$ cat config.mk
export PLATFORM = sky130hd
export DESIGN_NAME = usrt_xfer_ctrl
export DESIGN_NICKNAME = d
export VERILOG_FILES = /design/src/rtl/usrt_xfer_ctrl.sv
export SDC_FILE = /design/constraint.sdc
export NUM_CORES = 1
export LEC_CHECK = 0
export BUFFER_PORTS_ARGS = -buffer_cell sky130_fd_sc_hd__buf_2
export CORE_UTILIZATION = 50
export DETAILED_ROUTE_END_ITERATION = 6
export PLACE_DENSITY = 0.82
export SLEW_MARGIN = 10
export SYNTH_ARGS = -nofsm -noshare
export SYNTH_HDL_FRONTEND = slang
export SYNTH_SLANG_ARGS = --single-unit
export TNS_END_PERCENT = 30
$ cat constraint.sdc
create_clock -name pClk -period 2.1 [get_ports pClk]
set_clock_uncertainty 0.2 [all_clocks]
set_input_delay 0.42 -clock pClk [delete_from_list [all_inputs] [get_ports pClk]]
set_output_delay 0.42 -clock pClk [all_outputs]
set_load 0.005 [all_outputs]
$ cat src/rtl/usrt_xfer_ctrl.sv
// usrt_xfer_ctrl: APB-side transfer controller for the USRT link.
// Each APB access to the data register sequences one serial frame
// (start, 8 data bits LSB first, even parity, stop). The APB transfer is
// stretched with pReady until the frame completes. The status register
// holds sticky error flags that clear when it is read.
module usrt_xfer_ctrl #(
  parameter int unsigned DIV     = 80,
  parameter int unsigned TIMEOUT = 255
) (
  input  logic       pClk,
  input  logic       pReset,
  input  logic       pSelect,
  input  logic       pEnable,
  input  logic       pWrite,
  input  logic [7:0] pAddr,
  input  logic [7:0] pWData,
  output logic [7:0] pRData,
  output logic       pReady,
  output logic       pSlvErr,
  output logic       txd,
  input  logic       rxd,
  output logic       uClk,
  output logic       dir
);

  localparam int unsigned DATA_W  = 8;
  localparam int unsigned TX_BITS = 11;  // start + 8 data + parity + stop
  localparam int unsigned RX_BITS = 10;  // 8 data + parity + stop after the start bit
  localparam int unsigned BIT_W   = 4;
  localparam int unsigned CNT_W   = $clog2(DIV);
  localparam int unsigned TO_W    = $clog2(TIMEOUT + 1);
  localparam int unsigned STAT_W  = 4;

  localparam logic [7:0] ADDR_DATA = 8'h00;
  localparam logic [7:0] ADDR_STAT = 8'h01;

  // Status bit positions: {abort, timeout, frame_err, parity_err}
  localparam int unsigned ST_PAR   = 0;
  localparam int unsigned ST_FRM   = 1;
  localparam int unsigned ST_TO    = 2;
  localparam int unsigned ST_ABORT = 3;

  typedef enum logic [2:0] {
    S_IDLE     = 3'd0,
    S_TX_SHIFT = 3'd1,
    S_RX_HUNT  = 3'd2,
    S_RX_SHIFT = 3'd3,
    S_DONE     = 3'd4
  } state_t;

  state_t                r_state;
  state_t                w_state_nxt;

  logic [CNT_W-1:0]      r_baud;
  logic [BIT_W-1:0]      r_bit_cnt;
  logic [TO_W-1:0]       r_to_cnt;
  logic [TX_BITS-1:0]    r_tx_sh;
  logic [DATA_W-1:0]     r_rx_sh;
  logic                  r_rx_par;
  logic [DATA_W-1:0]     r_rx_data;
  logic [STAT_W-1:0]     r_status;
  logic                  r_xfer_wr;
  logic                  r_xfer_err;

  logic w_idle;
  logic w_busy;
  logic w_access;
  logic w_data_acc;
  logic w_stat_rd;
  logic w_bad_acc;
  logic w_tick;
  logic w_abort;
  logic w_tx_last;
  logic w_rx_last;
  logic w_to_last;
  logic w_tx_end;
  logic w_hunt_start;
  logic w_hunt_to;
  logic w_rx_end;
  logic w_rx_perr;
  logic w_rx_ferr;

  // APB access decode and frame-progress conditions
  always_comb begin
    w_idle       = (r_state == S_IDLE);
    w_busy       = (r_state == S_TX_SHIFT) || (r_state == S_RX_HUNT) ||
                   (r_state == S_RX_SHIFT);
    w_access     = pSelect && pEnable;
    w_data_acc   = w_idle && w_access && (pAddr == ADDR_DATA);
    w_stat_rd    = w_idle && w_access && !pWrite && (pAddr == ADDR_STAT);
    w_bad_acc    = w_idle && w_access && !(pAddr == ADDR_DATA) && !w_stat_rd;
    w_tick       = w_busy && (r_baud == CNT_W'(DIV - 1));
    w_abort      = w_busy && !pSelect;
    w_tx_last    = (r_bit_cnt == BIT_W'(TX_BITS - 1));
    w_rx_last    = (r_bit_cnt == BIT_W'(RX_BITS - 1));
    w_to_last    = (r_to_cnt == TO_W'(TIMEOUT - 1));
    w_tx_end     = (r_state == S_TX_SHIFT) && w_tick && w_tx_last && !w_abort;
    w_hunt_start = (r_state == S_RX_HUNT) && w_tick && !rxd && !w_abort;
    w_hunt_to    = (r_state == S_RX_HUNT) && w_tick && rxd && w_to_last && !w_abort;
    w_rx_end     = (r_state == S_RX_SHIFT) && w_tick && w_rx_last && !w_abort;
    // Stop bit is the live rxd sample on the final receive tick
    w_rx_perr    = (r_rx_par != ^r_rx_sh);
    w_rx_ferr    = !rxd;
  end

  // FSM state register
  always_ff @(posedge pClk) begin
    if (!pReset) begin
      r_state <= S_IDLE;
    end else begin
      r_state <= w_state_nxt;
    end
  end

  // FSM next-state logic; abort (pSelect dropped) wins over frame progress
  always_comb begin
    w_state_nxt = r_state;
    case (r_state)
      S_IDLE: begin
        if (w_data_acc) begin
          w_state_nxt = pWrite ? S_TX_SHIFT : S_RX_HUNT;
        end
      end
      S_TX_SHIFT: begin
        if (w_abort) begin
          w_state_nxt = S_IDLE;
        end else if (w_tx_end) begin
          w_state_nxt = S_DONE;
        end
      end
      S_RX_HUNT: begin
        if (w_abort) begin
          w_state_nxt = S_IDLE;
        end else if (w_hunt_start) begin
          w_state_nxt = S_RX_SHIFT;
        end else if (w_hunt_to) begin
          w_state_nxt = S_DONE;
        end
      end
      S_RX_SHIFT: begin
        if (w_abort) begin
          w_state_nxt = S_IDLE;
        end else if (w_rx_end) begin
          w_state_nxt = S_DONE;
        end
      end
      S_DONE: begin
        w_state_nxt = S_IDLE;
      end
      default: begin
        w_state_nxt = S_IDLE;
      end
    endcase
  end

  // FSM outputs: APB response and serial pins
  always_comb begin
    pReady  = 1'b0;
    pRData  = '0;
    pSlvErr = 1'b0;
    txd     = 1'b1;
    dir     = 1'b0;
    uClk    = 1'b0;
    case (r_state)
      S_IDLE: begin
        pReady  = !w_data_acc;
        pSlvErr = w_bad_acc;
        if (w_stat_rd) begin
          pRData = {(DATA_W - STAT_W)'(0), r_status};
        end
      end
      S_TX_SHIFT: begin
        txd  = r_tx_sh[0];
        dir  = 1'b1;
        uClk = w_tick;
      end
      S_RX_HUNT, S_RX_SHIFT: begin
        uClk = w_tick;
      end
      S_DONE: begin
        pReady = 1'b1;
        if (!r_xfer_wr) begin
          pRData  = r_rx_data;
          pSlvErr = r_xfer_err;
        end
      end
      default: begin
        pReady = 1'b0;
      end
    endcase
  end

  // Baud counter: held at 0 outside the frame, restarts on every state change
  always_ff @(posedge pClk) begin
    if (!pReset) begin
      r_baud <= '0;
    end else if (!w_busy || w_tick || (w_state_nxt != r_state)) begin
      r_baud <= '0;
    end else begin
      r_baud <= r_baud + CNT_W'(1);
    end
  end

  // Bit counter: ticks consumed in the current shift state
  always_ff @(posedge pClk) begin
    if (!pReset) begin
      r_bit_cnt <= '0;
    end else if (w_state_nxt != r_state) begin
      r_bit_cnt <= '0;
    end else if (w_tick && ((r_state == S_TX_SHIFT) || (r_state == S_RX_SHIFT))) begin
      r_bit_cnt <= r_bit_cnt + BIT_W'(1);
    end
  end

  // Timeout counter: idle-high ticks seen while hunting for a start bit
  always_ff @(posedge pClk) begin
    if (!pReset) begin
      r_to_cnt <= '0;
    end else if (w_state_nxt != r_state) begin
      r_to_cnt <= '0;
    end else if (w_tick && (r_state == S_RX_HUNT)) begin
      r_to_cnt <= r_to_cnt + TO_W'(1);
    end
  end

  // Tx frame shifter: loaded with the whole frame, LSB goes out first
  always_ff @(posedge pClk) begin
    if (!pReset) begin
      r_tx_sh <= '1;
    end else if (w_data_acc && pWrite) begin
      r_tx_sh <= {1'b1, ^pWData, pWData, 1'b0};
    end else if ((r_state == S_TX_SHIFT) && w_tick) begin
      r_tx_sh <= {1'b1, r_tx_sh[TX_BITS-1:1]};
    end
  end

  // Rx bit capture: 8 data bits LSB first, then the parity bit
  always_ff @(posedge pClk) begin
    if (!pReset) begin
      r_rx_sh  <= '0;
      r_rx_par <= 1'b0;
    end else if ((r_state == S_RX_SHIFT) && w_tick) begin
      if (r_bit_cnt < BIT_W'(DATA_W)) begin
        r_rx_sh <= {rxd, r_rx_sh[DATA_W-1:1]};
      end else if (r_bit_cnt == BIT_W'(DATA_W)) begin
        r_rx_par <= rxd;
      end
    end
  end

  // Rx data register: received byte kept even on error, zero on timeout
  always_ff @(posedge pClk) begin
    if (!pReset) begin
      r_rx_data <= '0;
    end else if (w_hunt_to) begin
      r_rx_data <= '0;
    end else if (w_rx_end) begin
      r_rx_data <= r_rx_sh;
    end
  end

  // Per-transfer tracking for the DONE response
  always_ff @(posedge pClk) begin
    if (!pReset) begin
      r_xfer_wr  <= 1'b0;
      r_xfer_err <= 1'b0;
    end else if (w_data_acc) begin
      r_xfer_wr  <= pWrite;
      r_xfer_err <= 1'b0;
    end else if (w_hunt_to) begin
      r_xfer_err <= 1'b1;
    end else if (w_rx_end) begin
      r_xfer_err <= w_rx_perr || w_rx_ferr;
    end
  end

  // Sticky status flags; a status read only happens in IDLE so it never meets a set
  always_ff @(posedge pClk) begin
    if (!pReset) begin
      r_status <= '0;
    end else if (w_stat_rd) begin
      r_status <= '0;
    end else begin
      if (w_abort) begin
        r_status[ST_ABORT] <= 1'b1;
      end
      if (w_hunt_to) begin
        r_status[ST_TO] <= 1'b1;
      end
      if (w_rx_end && w_rx_perr) begin
        r_status[ST_PAR] <= 1'b1;
      end
      if (w_rx_end && w_rx_ferr) begin
        r_status[ST_FRM] <= 1'b1;
      end
    end
  end

endmodule
== Yosys cells after proc, flatten, opt, wreduce, memory -nomap -nowiden ==
Cells that the tools add are included.

* Input port bits: 22
* Output and inout port bits: 13
* Bits in registers: 55
* Logic and storage cells: 108

* Multiplexer cells: 23
* Bitwise logic cells: 2
* Reductions and logical operators: 53
* Add/sub/neg operators: 3
* Equal/unequal tests: 12
* $lt $le $gt $ge: 1

{| class="wikitable"
|+ Operators by type and width
! operator !! count
|-
| logical AND 1 bit || 25
|-
| two-way mux 3 bit || 8
|-
| two-way mux 10 bit || 2
|-
| case mux 8 bit (2 select lines) || 1
|-
| parity 8 bit || 2
|-
| equality test 4 bit, second input constant || 3
|-
| case mux 3 bit (4 select lines) || 1
|-
| OR reduction 2 bit || 5
|-
| adder 8 x 1 -> 8 bit, second input constant || 1
|-
| equality test 8 x 1 -> 1 bit, second input constant || 1
|-
| equality test 8 bit, second input constant || 1
|-
| logical NOT 1 bit || 8
|-
| logical NOT 8 bit || 1
|-
| two-way mux 8 bit || 1
|-
| adder 7 x 1 -> 7 bit, second input constant || 1
|-
| equality test 7 bit, second input constant || 1
|-
| equality test 3 x 2 -> 1 bit, second input constant || 2
|-
| logical OR 1 bit || 6
|-
| two-way mux 1 bit || 6
|-
| adder 4 x 1 -> 4 bit, second input constant || 1
|-
| less-than comparator 4 bit, second input constant || 1
|-
| two-way mux 4 bit || 1
|-
| case mux 1 bit (2 select lines) || 2
|-
| nonzero test 2 bit || 2
|-
| other kinds (10) || 11
|}

== Logic depth before layout (Yosys ltp) ==
Gate-level depths: netlist (run 1).

* Depth in word-level cells: 15
* Gate-level depth with buffers: 8
* Mapped depth without buffers: 7

== Worst setup path after synthesis (run 1) ==
No wires, ideal clock.

* Kind: input to output
* Start: input port pAddr[5]
* End: output port pRData[0]
* Path buffers: 0
* Required time: 1.480 ns
* Setup slack: -0.165 ns
* Cell stages on the path: 4
* Data arrival time: 1.645 ns
* Path through: or4_4 -> nor4_2 -> and4_1 -> a22o_1

* Word-level cells in the longest chain between the ends: 4

{| class="wikitable"
|+ Ends and longest elaborated chain
! item !! RTL line !! RTL
|-
| from (decl) || 15 || <nowiki>input logic [7:0] pAddr,</nowiki>
|-
| equality test 8 x 1 -> 1 bit || 90 || <nowiki>w_stat_rd = w_idle && w_access && !pWrite && (pAddr == ADDR_STAT);</nowiki>
|-
| logical AND 1 bit || 90 ||
|-
| two-way mux 4 bit || 168 || <nowiki>if (w_stat_rd) begin</nowiki>
|-
| case mux 8 bit (2 select lines) || 164 || <nowiki>case (r_state)</nowiki>
|-
| to (decl) || 17 || <nowiki>output logic [7:0] pRData,</nowiki>
|}

Every way passes these cells.

== Final worst setup path (run 1) ==
* Start: input port pAddr[5]
* End: output port pSlvErr

* Word-level cells in the longest chain between the ends: 5
* Elaborated cells on any way between the ends: 8
* Classes of those cells: 1 x eq/ne; 1 x mux; 6 x reduce/logical

{| class="wikitable"
|+ Ends and longest elaborated chain
! item !! RTL line !! RTL
|-
| equality test 8 x 1 -> 1 bit / logical NOT 8 bit (equally long branches) || 90, 91 ||
|-
| logical AND 1 bit / logical NOT 1 bit (equally long branches) || 90, 91 ||
|-
| logical NOT 1 bit / logical AND 1 bit (equally long branches) || 91 || <nowiki>w_bad_acc = w_idle && w_access && !(pAddr == ADDR_DATA) && !w_stat_rd;</nowiki>
|-
| logical AND 1 bit (*) || 91 ||
|-
| case mux 1 bit (2 select lines) (*) || 164 ||
|-
| to (decl) || 19 || <nowiki>output logic pSlvErr,</nowiki>
|}

Every way passes the cells marked *; elsewhere a longest branch is shown, timed or not.

==> results of run 1 <==
cell families (layout without fill, tap and decap cells):
group,count (synthesis),after routing,synth area share
compound gates,49,49,0.131
xor+xnor,29,29,0.0950
fa+ha+maj,6,6,0.0266
buf+inv,23,121,0.0400
flops,55,55,0.391
mux,11,11,0.0391
simple gates,134,134,0.278
per-stage QoR:
step	cell area, sq um	cells	util	worst slack (ns)
finish	3960	475	0.752	-0.319
global route	3960	475	0.752	-0.404
CTS	3760	471	0.713	-0.267
detailed placement	3480	458	0.660	-0.374
global placement	3480	458	0.660	-0.353
floorplan	2830	307	-	-0.106
path summary, 6_finish.rpt:
path	cells past startpoint	slack (ns)	end	start
setup / recovery	7	-0.32	pSlvErr	pAddr[5]
hold / removal	3	0.19	r_tx_sh[6]	pWData[5]
setup reg to reg	7	-0.06	r_baud[6]	r_baud[5]
hold reg to reg	2	0.27	r_status[2]	r_status[2]
report_power, final:
part | total (W) | switching [W] | internal (W)
logic | 0.000132 | 0.0000688 | 0.0000631
registers | 0.00104 | 0.000000130 | 0.00104
clock network | 0.000595 | 0.000335 | 0.000260
worst max-delay path, cell delays in order:
cell	delay, ns
buf_6	0.09
or4_4	0.55
nor4_4	0.17
buf_4	0.18
o21ai_2	0.05
a22o_1	0.20
buf_2	0.14
metal layers:
layer	vias to the layer above	track usage	routed length [microns]
met5	-	0	0
met4	0	0.111	325
met3	28	0.0321	360
met2	98	0.455	4320
met1	1306	0.279	3210
li1	1284	-	-
cell type report:
class | count | area, sq um
Clock inverter | 1 | 5.00
Fill cell | 351 | 1310
Multi-Input combinational cell | 229 | 1840
Timing Repair Buffer | 104 | 787
Sequential cell | 55 | 1120
Tap cell | 70 | 87.6
Clock buffer | 6 | 82.6
Inverter | 10 | 37.5
layout by cell type (no fill, tap or decap), types with 3 or more instances in the layout:
cell	n
o21ai_0	9
nor4_2	3
buf_6	11
nand2b_1	6
and2_1	3
nor4_1	3
nor3_2	3
a22o_1	5
inv_1	9
a21oi_1	5
a22oi_1	8
and3_1	4
mux2i_1	10
a21boi_0	8
dfxtp_4	3
buf_4	57
nor4_4	6
xor2_1	10
dfxtp_2	7
buf_2	32
nand4_1	5
clkbuf_8	6
dfxtp_1	45
nor2_1	26
ha_1	4
nor2_2	10
nor2b_1	4
nand3b_1	3
xnor2_1	17
nand2_1	26
nand3_1	11
repair_timing:
item | in CTS | in global routing
endpoints found under the setup margin | 37 | 50
hold buffers | 0 | 0
setup buffers | 6 | 3
resized for setup | 34 | 36
gates cloned | 0 | 2
pin swaps | 15 | 16
state kept, by name, indices dropped and copies added, names as in the netlist:
name / flops
r_baud: 7
r_xfer_wr: 1
r_bit_cnt: 4
r_rx_par: 1
r_rx_data: 8
r_rx_sh: 8
r_xfer_err: 1
r_state: 3
r_tx_sh: 10
r_to_cnt: 8
r_status: 4
==> impl_metrics.yaml, run 1 <==
finish:
  final_nets: 433
  diodes: 0
  area_growth_pct: 40.6
  drive_above_1_share: 0.427
synth:
  syn_area_sq_um: 2820
  synth.top_cells.by_area: "dfxtp_1, xnor2_1, mux2i_1, nor2_1, nand2_1"
  synth_most_common_cell: "dfxtp_1"
  syn-num-nets: 335
  synth_ff_type: "dfxtp_1"
  ys_seq_area_frac: 0.391
  async_flop_share: 0
  avgSynthCellArea_sq_um: 9.18
  ys_ff_latch: 55
  synth_warnings: 0
  synth_cell_types: 50
  synth_top_cell_by_area: "dfxtp_1"
  synthTopCellsByCount: "dfxtp_1, nor2_1, nand2_1, xnor2_1, nand3_1"
  synth_edf_count: 0
  synthDominantCellAreaShare: 0.391
  synth_cells: 307
worst_setup_path:
  cp_max_fo: 3
  start_kind: "input port"
  crit_path_end_kind: "output port"
  arrival_ns: 1.80
  required_ns: 1.48
  crit_type: "in -> out"
floorplan:
  ios: 35
  initial_utilization: 0.535
  row_count: 26
  die_w_microns: 77.1
  design.die.area_sq_um: 5940
  core-area_sq_um: 5270
  die_y_microns: 77.1
sta:
  final.setup.tns_ns: -2.74
  slew_violations: 0
  min_period_over_period: 1.15
  max_freq_mhz: 413
  worst_pin_slew_ns: 0.400
  hold_viol: 0
  period_needed_ns: 2.42
  rsz0062_at_grt: "true"
  relSlewSlack: 0.731
  setup_viol: 30
  hold_ws_ns: 0.188
  setup_ws_ns: -0.319
drt:
  num_vias: 2716
  finalWirelength_microns: 8220
  drcViolationCount: 0
  routedWlPerCell_microns: 17.3
  postRouteAntennaNets: 0
  viasPerCell: 5.72
  dr.pass1.iters: 6
  drt-initial-drc-count: 135
cts:
  htreeDepth: 2
  cts_tree: "built"
  clockBufferDepth: 2
  root_buffer: "clkbuf_8"
  numClockSinks: 55
  cts_inserted_buffers: 5
  path_clk_slew_ns: 0.09
  clock_latency_ns: 0.31
power:
  power_leakage_nw: 1.60
  p_per_area_nw_per_um2: 445
  vdd_drop_max_uv: 469
  totalPowerFinal_w: 0.00176
placement:
  place_congestion: 0.785
  portBuffers: 34
  dp_hpwl_microns: 5020
run_status:
  status: "finished with violations"
  violations: "setup timing"
global_routing:
  antenna_found_initial: 0
  first_global_vias: 2588
  track_usage: 0.246
  grt_overflow: 0
  grt_pass1_wl_microns: 11700
  grt_max_degree: 24
hold_path:
  hold_class: "in -> reg"
flow_run:
  cap_violations: 0
Note: power is estimated with default switching activity, not from simulation.
==> inputs of run 2 (changes only) <==
Clock period 2.1 ns to 2 ns, I/O delays scaled along.
==> impl_metrics.yaml, run 2 (synthesized netlist as in run 1, its figures left out) <==
run_status:
  status: "finished with violations"
  violations: "setup timing"
sta:
  worst_pin_slew_ns: 0.385
  setup_ws_ns: -0.461
  relSlewSlack: 0.740
  final.setup.tns_ns: -10.75
  hold_viol: 0
  slew_violations: 0
  period_needed_ns: 2.46
  min_period_over_period: 1.23
  rsz0062_at_grt: "true"
  max_freq_mhz: 406
  setup_viol: 56
worst_setup_path:
  cp_max_fo: 5
  max_stage_delay_ns: 0.37
  cp_num_cells: 7
  cp_top_family: "simple AND/OR/NAND/NOR gates"
  worst-path-buf-inv: 3
  cp_common_cell: "buf_4"
  crit_path_end_kind: "output port"
  arrival_ns: 1.86
  start_kind: "flop"
  r2r_cells: 8
  path_cells: "buf_4 -> nor2_1 -> and3_1 -> buf_4 -> and4_4 -> a22o_1 -> buf_2"
  cpMaxStageDelayCell: "dfxtp_4"
  required_ns: 1.40
  crit_type: "reg -> out"
cts:
  htreeDepth: 2
  root_buffer: "clkbuf_8"
  cts_hold_buf: 0
  clock_latency_ns: 0.32
  cts_inserted_buffers: 5
  clockBufferDepth: 2
  path_clk_slew_ns: 0.10
  numClockSinks: 55
  cts_tree: "built"
finish:
  drive_above_1_share: 0.447
  largest_reg_flops: 10
  finalNonFillerCells: 493
  diodes: 0
  top_register: "r_tx_sh"
  final_common_cell: "buf_4"
  fill_cells: 330
  area_growth_pct: 45.0
  mostFrequentLayoutCells: "buf_4, dfxtp_1, buf_2"
  final_nets: 450
global_routing:
  first_global_vias: 2999
  grt_max_degree: 24
  track_usage: 0.291
  grt_pass1_wl_microns: 13600
  antenna_found_initial: 0
  grt_overflow: 0
drt:
  postRouteAntennaNets: 0
  drt-initial-drc-count: 140
  finalWirelength_microns: 9040
  routedWlPerCell_microns: 18.3
  viasPerCell: 5.86
  num_vias: 2888
  drcViolationCount: 0
  dr.pass1.iters: 5
placement:
  place_inst: 469
  place_congestion: 0.781
  dp_hpwl_microns: 5070
  portBuffers: 34
power:
  power_leakage_nw: 1.67
  vdd_drop_max_uv: 586
  p_per_area_nw_per_um2: 471
hold_path:
  hold_class: "in -> reg"
  worstHoldPathCells: 3
floorplan:
  row_count: 26
  die_w_microns: 77.1
  ios: 35
  die_y_microns: 77.1
  initial_utilization: 0.535
  design.die.area_sq_um: 5940
  core-area_sq_um: 5270
flow_run:
  cap_violations: 0
==> run 2: final timing paths <==
check,startpoint,end,slack [ns]
worst max-delay path,r_state[1],pRData[0],-0.46
worst min-delay path,pWData[3],r_tx_sh[4],0.16
worst max register to register,r_state[1],r_to_cnt[4],-0.34
worst min register to register,r_status[2],r_status[2],0.27
==> run 2: area by class of cell <==
| type | count | area (sq um) | area share |
|---|---|---|---|
| clock buffers | 8 | 100 | 0.0245 |
| inverters | 10 | 37.5 | 0.00919 |
| multi-input cells | 229 | 1820 | 0.445 |
| flip-flops and latches | 55 | 1110 | 0.272 |
| well taps | 70 | 87.6 | 0.0214 |
| repair buffers | 121 | 931 | 0.228 |
==> run 2: worst reg2reg max path: stages (launching register included) <==
cell and delay, ns:
dfxtp_4 0.37, buf_6 0.12, or4b_4 0.52, nor4_4 0.40
o22ai_2 0.17, o2111ai_4 0.15, buf_6 0.19, buf_6 0.11
nor2_2 0.03
==> run 2: what timing repair did <==
item	CTS	global route
resized for setup	42	34
pin swaps	23	8
endpoints found under the hold margin	0	0
endpoints found under the setup margin	58	65
buffers inserted	14	2
==> run 2: per-layer routing <==
| metal | vias up | share of wire | GRT usage |
|---|---|---|---|
| met5 | - | 0 | 0 |
| met4 | 0 | 0.053 | 0.187 |
| met1 | 1401 | 0.38 | 0.313 |
| li1 | 1319 | - | - |
| met3 | 46 | 0.041 | 0.0452 |
| met2 | 122 | 0.52 | 0.528 |
==> run 2: report_power, final <==
part	internal (W)	switching [W]	leakage, nW
clock network	0.000317	0.000363	0.0515
logic	0.0000772	0.0000757	1.17
registers	0.00109	0.000000125	0.447
total	0.00149	0.000439	1.67
==> run 2: through the flow <==
step           instance area (sq um)   util  hold slack [ns]  power (W)  worst slack [ns]
2_1_floorplan                   2840      -            0.225    0.00118            -0.167
3_3_place_gp                    3580  0.679            0.248    0.00124            -0.408
3_5_place_dp                    3580  0.679            0.247    0.00124            -0.444
4_1_cts                         3960  0.751            0.161    0.00191            -0.376
5_1_grt                         4090  0.775            0.169    0.00198            -0.512
6_report                        4090  0.775            0.159    0.00193            -0.461
==> inputs of run 3 (changes only) <==
Settings changed: CTS_BUF_LIST set to sky130_fd_sc_hd__clkbuf_4 sky130_fd_sc_hd__clkbuf_8 sky130_fd_sc_hd__clkbuf_16.
==> impl_metrics.yaml, run 3 (synthesized netlist as in run 1, its figures left out) <==
sta:
  relSlewSlack: 0.685
  setup_viol: 60
  setup_ws_ns: -0.421
  slew_violations: 0
  max_freq_mhz: 413
  worst_pin_slew_ns: 0.469
  rsz0062_at_grt: "true"
  min_period_over_period: 1.21
  hold_viol: 0
  period_needed_ns: 2.42
power:
  power_leakage_nw: 1.68
  p_per_area_nw_per_um2: 478
  vdd_drop_max_uv: 531
global_routing:
  first_global_vias: 2790
  grt_pass1_wl_microns: 12800
  antenna_found_initial: 0
  grt_max_degree: 24
  track_usage: 0.268
  grt_overflow: 0
run_status:
  status: "finished with violations"
  violations: "setup timing"
finish:
  diodes: 0
  largest_reg_flops: 10
  top_register: "r_tx_sh"
  mostFrequentLayoutCells: "buf_4, dfxtp_1, buf_2"
  drive_above_1_share: 0.436
  final_nets: 449
  finalNonFillerCells: 492
  final_common_cell: "buf_4"
  area_growth_pct: 42.7
floorplan:
  die_y_microns: 77.1
  ios: 35
  initial_utilization: 0.535
  design.die.area_sq_um: 5940
  row_count: 26
  die_w_microns: 77.1
  core-area_sq_um: 5270
worst_setup_path:
  required_ns: 1.40
  worstReg2RegStart: "r_state[1]"
  crit_type: "reg -> out"
  crit_path_start: "r_state[1]"
  cp_max_fo: 5
  arrival_ns: 1.82
  start_kind: "flop"
  crit_path_end_kind: "output port"
drt:
  wl_met3_microns: 332
  drcViolationCount: 0
  wl_met1_microns: 3420
  postRouteAntennaNets: 0
  wl_met2_microns: 4550
  drt-initial-drc-count: 196
  routedWlPerCell_microns: 17.3
  dr.max_layer_used: "met4"
  viasPerCell: 5.77
  finalWirelength_microns: 8500
  dr.pass1.iters: 5
  num_vias: 2841
cts:
  root_buffer: "clkbuf_8"
  clockBufferDepth: 2
  path_clk_slew_ns: 0.10
  numClockSinks: 55
  cts_tree: "built"
  htreeDepth: 2
  clock_latency_ns: 0.31
  cts_inserted_buffers: 5
  cts_hold_buf: 0
placement:
  portBuffers: 34
  place_congestion: 0.781
  dp_hpwl_microns: 5070
  place_inst: 469
  place_ws_ns: -0.444
flow_run:
  cap_violations: 0
hold_path:
  hold_start: "pWData[5]"
  hold_class: "in -> reg"
run 3: cell count changes in the layout (fill, tap and decap cells not counted), sizes merged:
cell	before	now
buf	121	120
run 3: path summary, 6_finish.rpt:
check / endpoint / slack [ns] / cells after the start
max: pRData[3] / -0.42 / 7
min: r_tx_sh[6] / 0.16 / 3
max reg2reg: r_to_cnt[4] / -0.25 / 10
min reg2reg: r_status[2] / 0.27 / 2
run 3: layout make-up:
| type | instances | area, sq um |
|---|---|---|
| tap | 70 | 87.6 |
| timing repair buffer | 120 | 902 |
| clock buffer | 8 | 104 |
| multi-input combinational | 229 | 1780 |
| sequential | 55 | 1110 |
| fill | 313 | 1250 |
| inverter | 10 | 37.5 |
run 3: repair_timing:
action	4_1_cts	5_1_grt
resized for setup	30	26
setup endpoints to repair	60	61
pin swaps	19	6
buffers inserted	9	7
run 3: power breakdown:
group / switching, W / internal [W] / total [W]
Clock: 0.000353 / 0.000331 / 0.000684
Sequential: 0.000000130 / 0.00109 / 0.00109
Combinational: 0.0000707 / 0.0000757 / 0.000146
run 3: worst max-delay path: stages (launching register included):
cell     delay [ns]
dfxtp_4        0.36
buf_4          0.13
nor2_1         0.17
and3_1         0.20
buf_4          0.14
and4_4         0.25
a22o_1         0.14
buf_2          0.11
run 3: routing by layer:
metal | up-vias | track usage
met5 | - | 0
met4 | 0 | 0.109
met3 | 16 | 0.0345
met2 | 101 | 0.496
met1 | 1407 | 0.310
li1 | 1317 | -
run 3: per-stage QoR:
stage	hold WS [ns]	instance area (sq um)	util	TNS (ns)	total power, W
6_report	0.164	4020	0.763	-9.21	0.00192
5_1_grt	0.172	4020	0.763	-14.04	0.00198
4_1_cts	0.161	3870	0.735	-3.92	0.00192
3_5_place_dp	0.247	3580	0.679	-12.54	0.00124
3_3_place_gp	0.248	3580	0.679	-10.14	0.00124
2_1_floorplan	0.225	2840	-	-2.89	0.00118
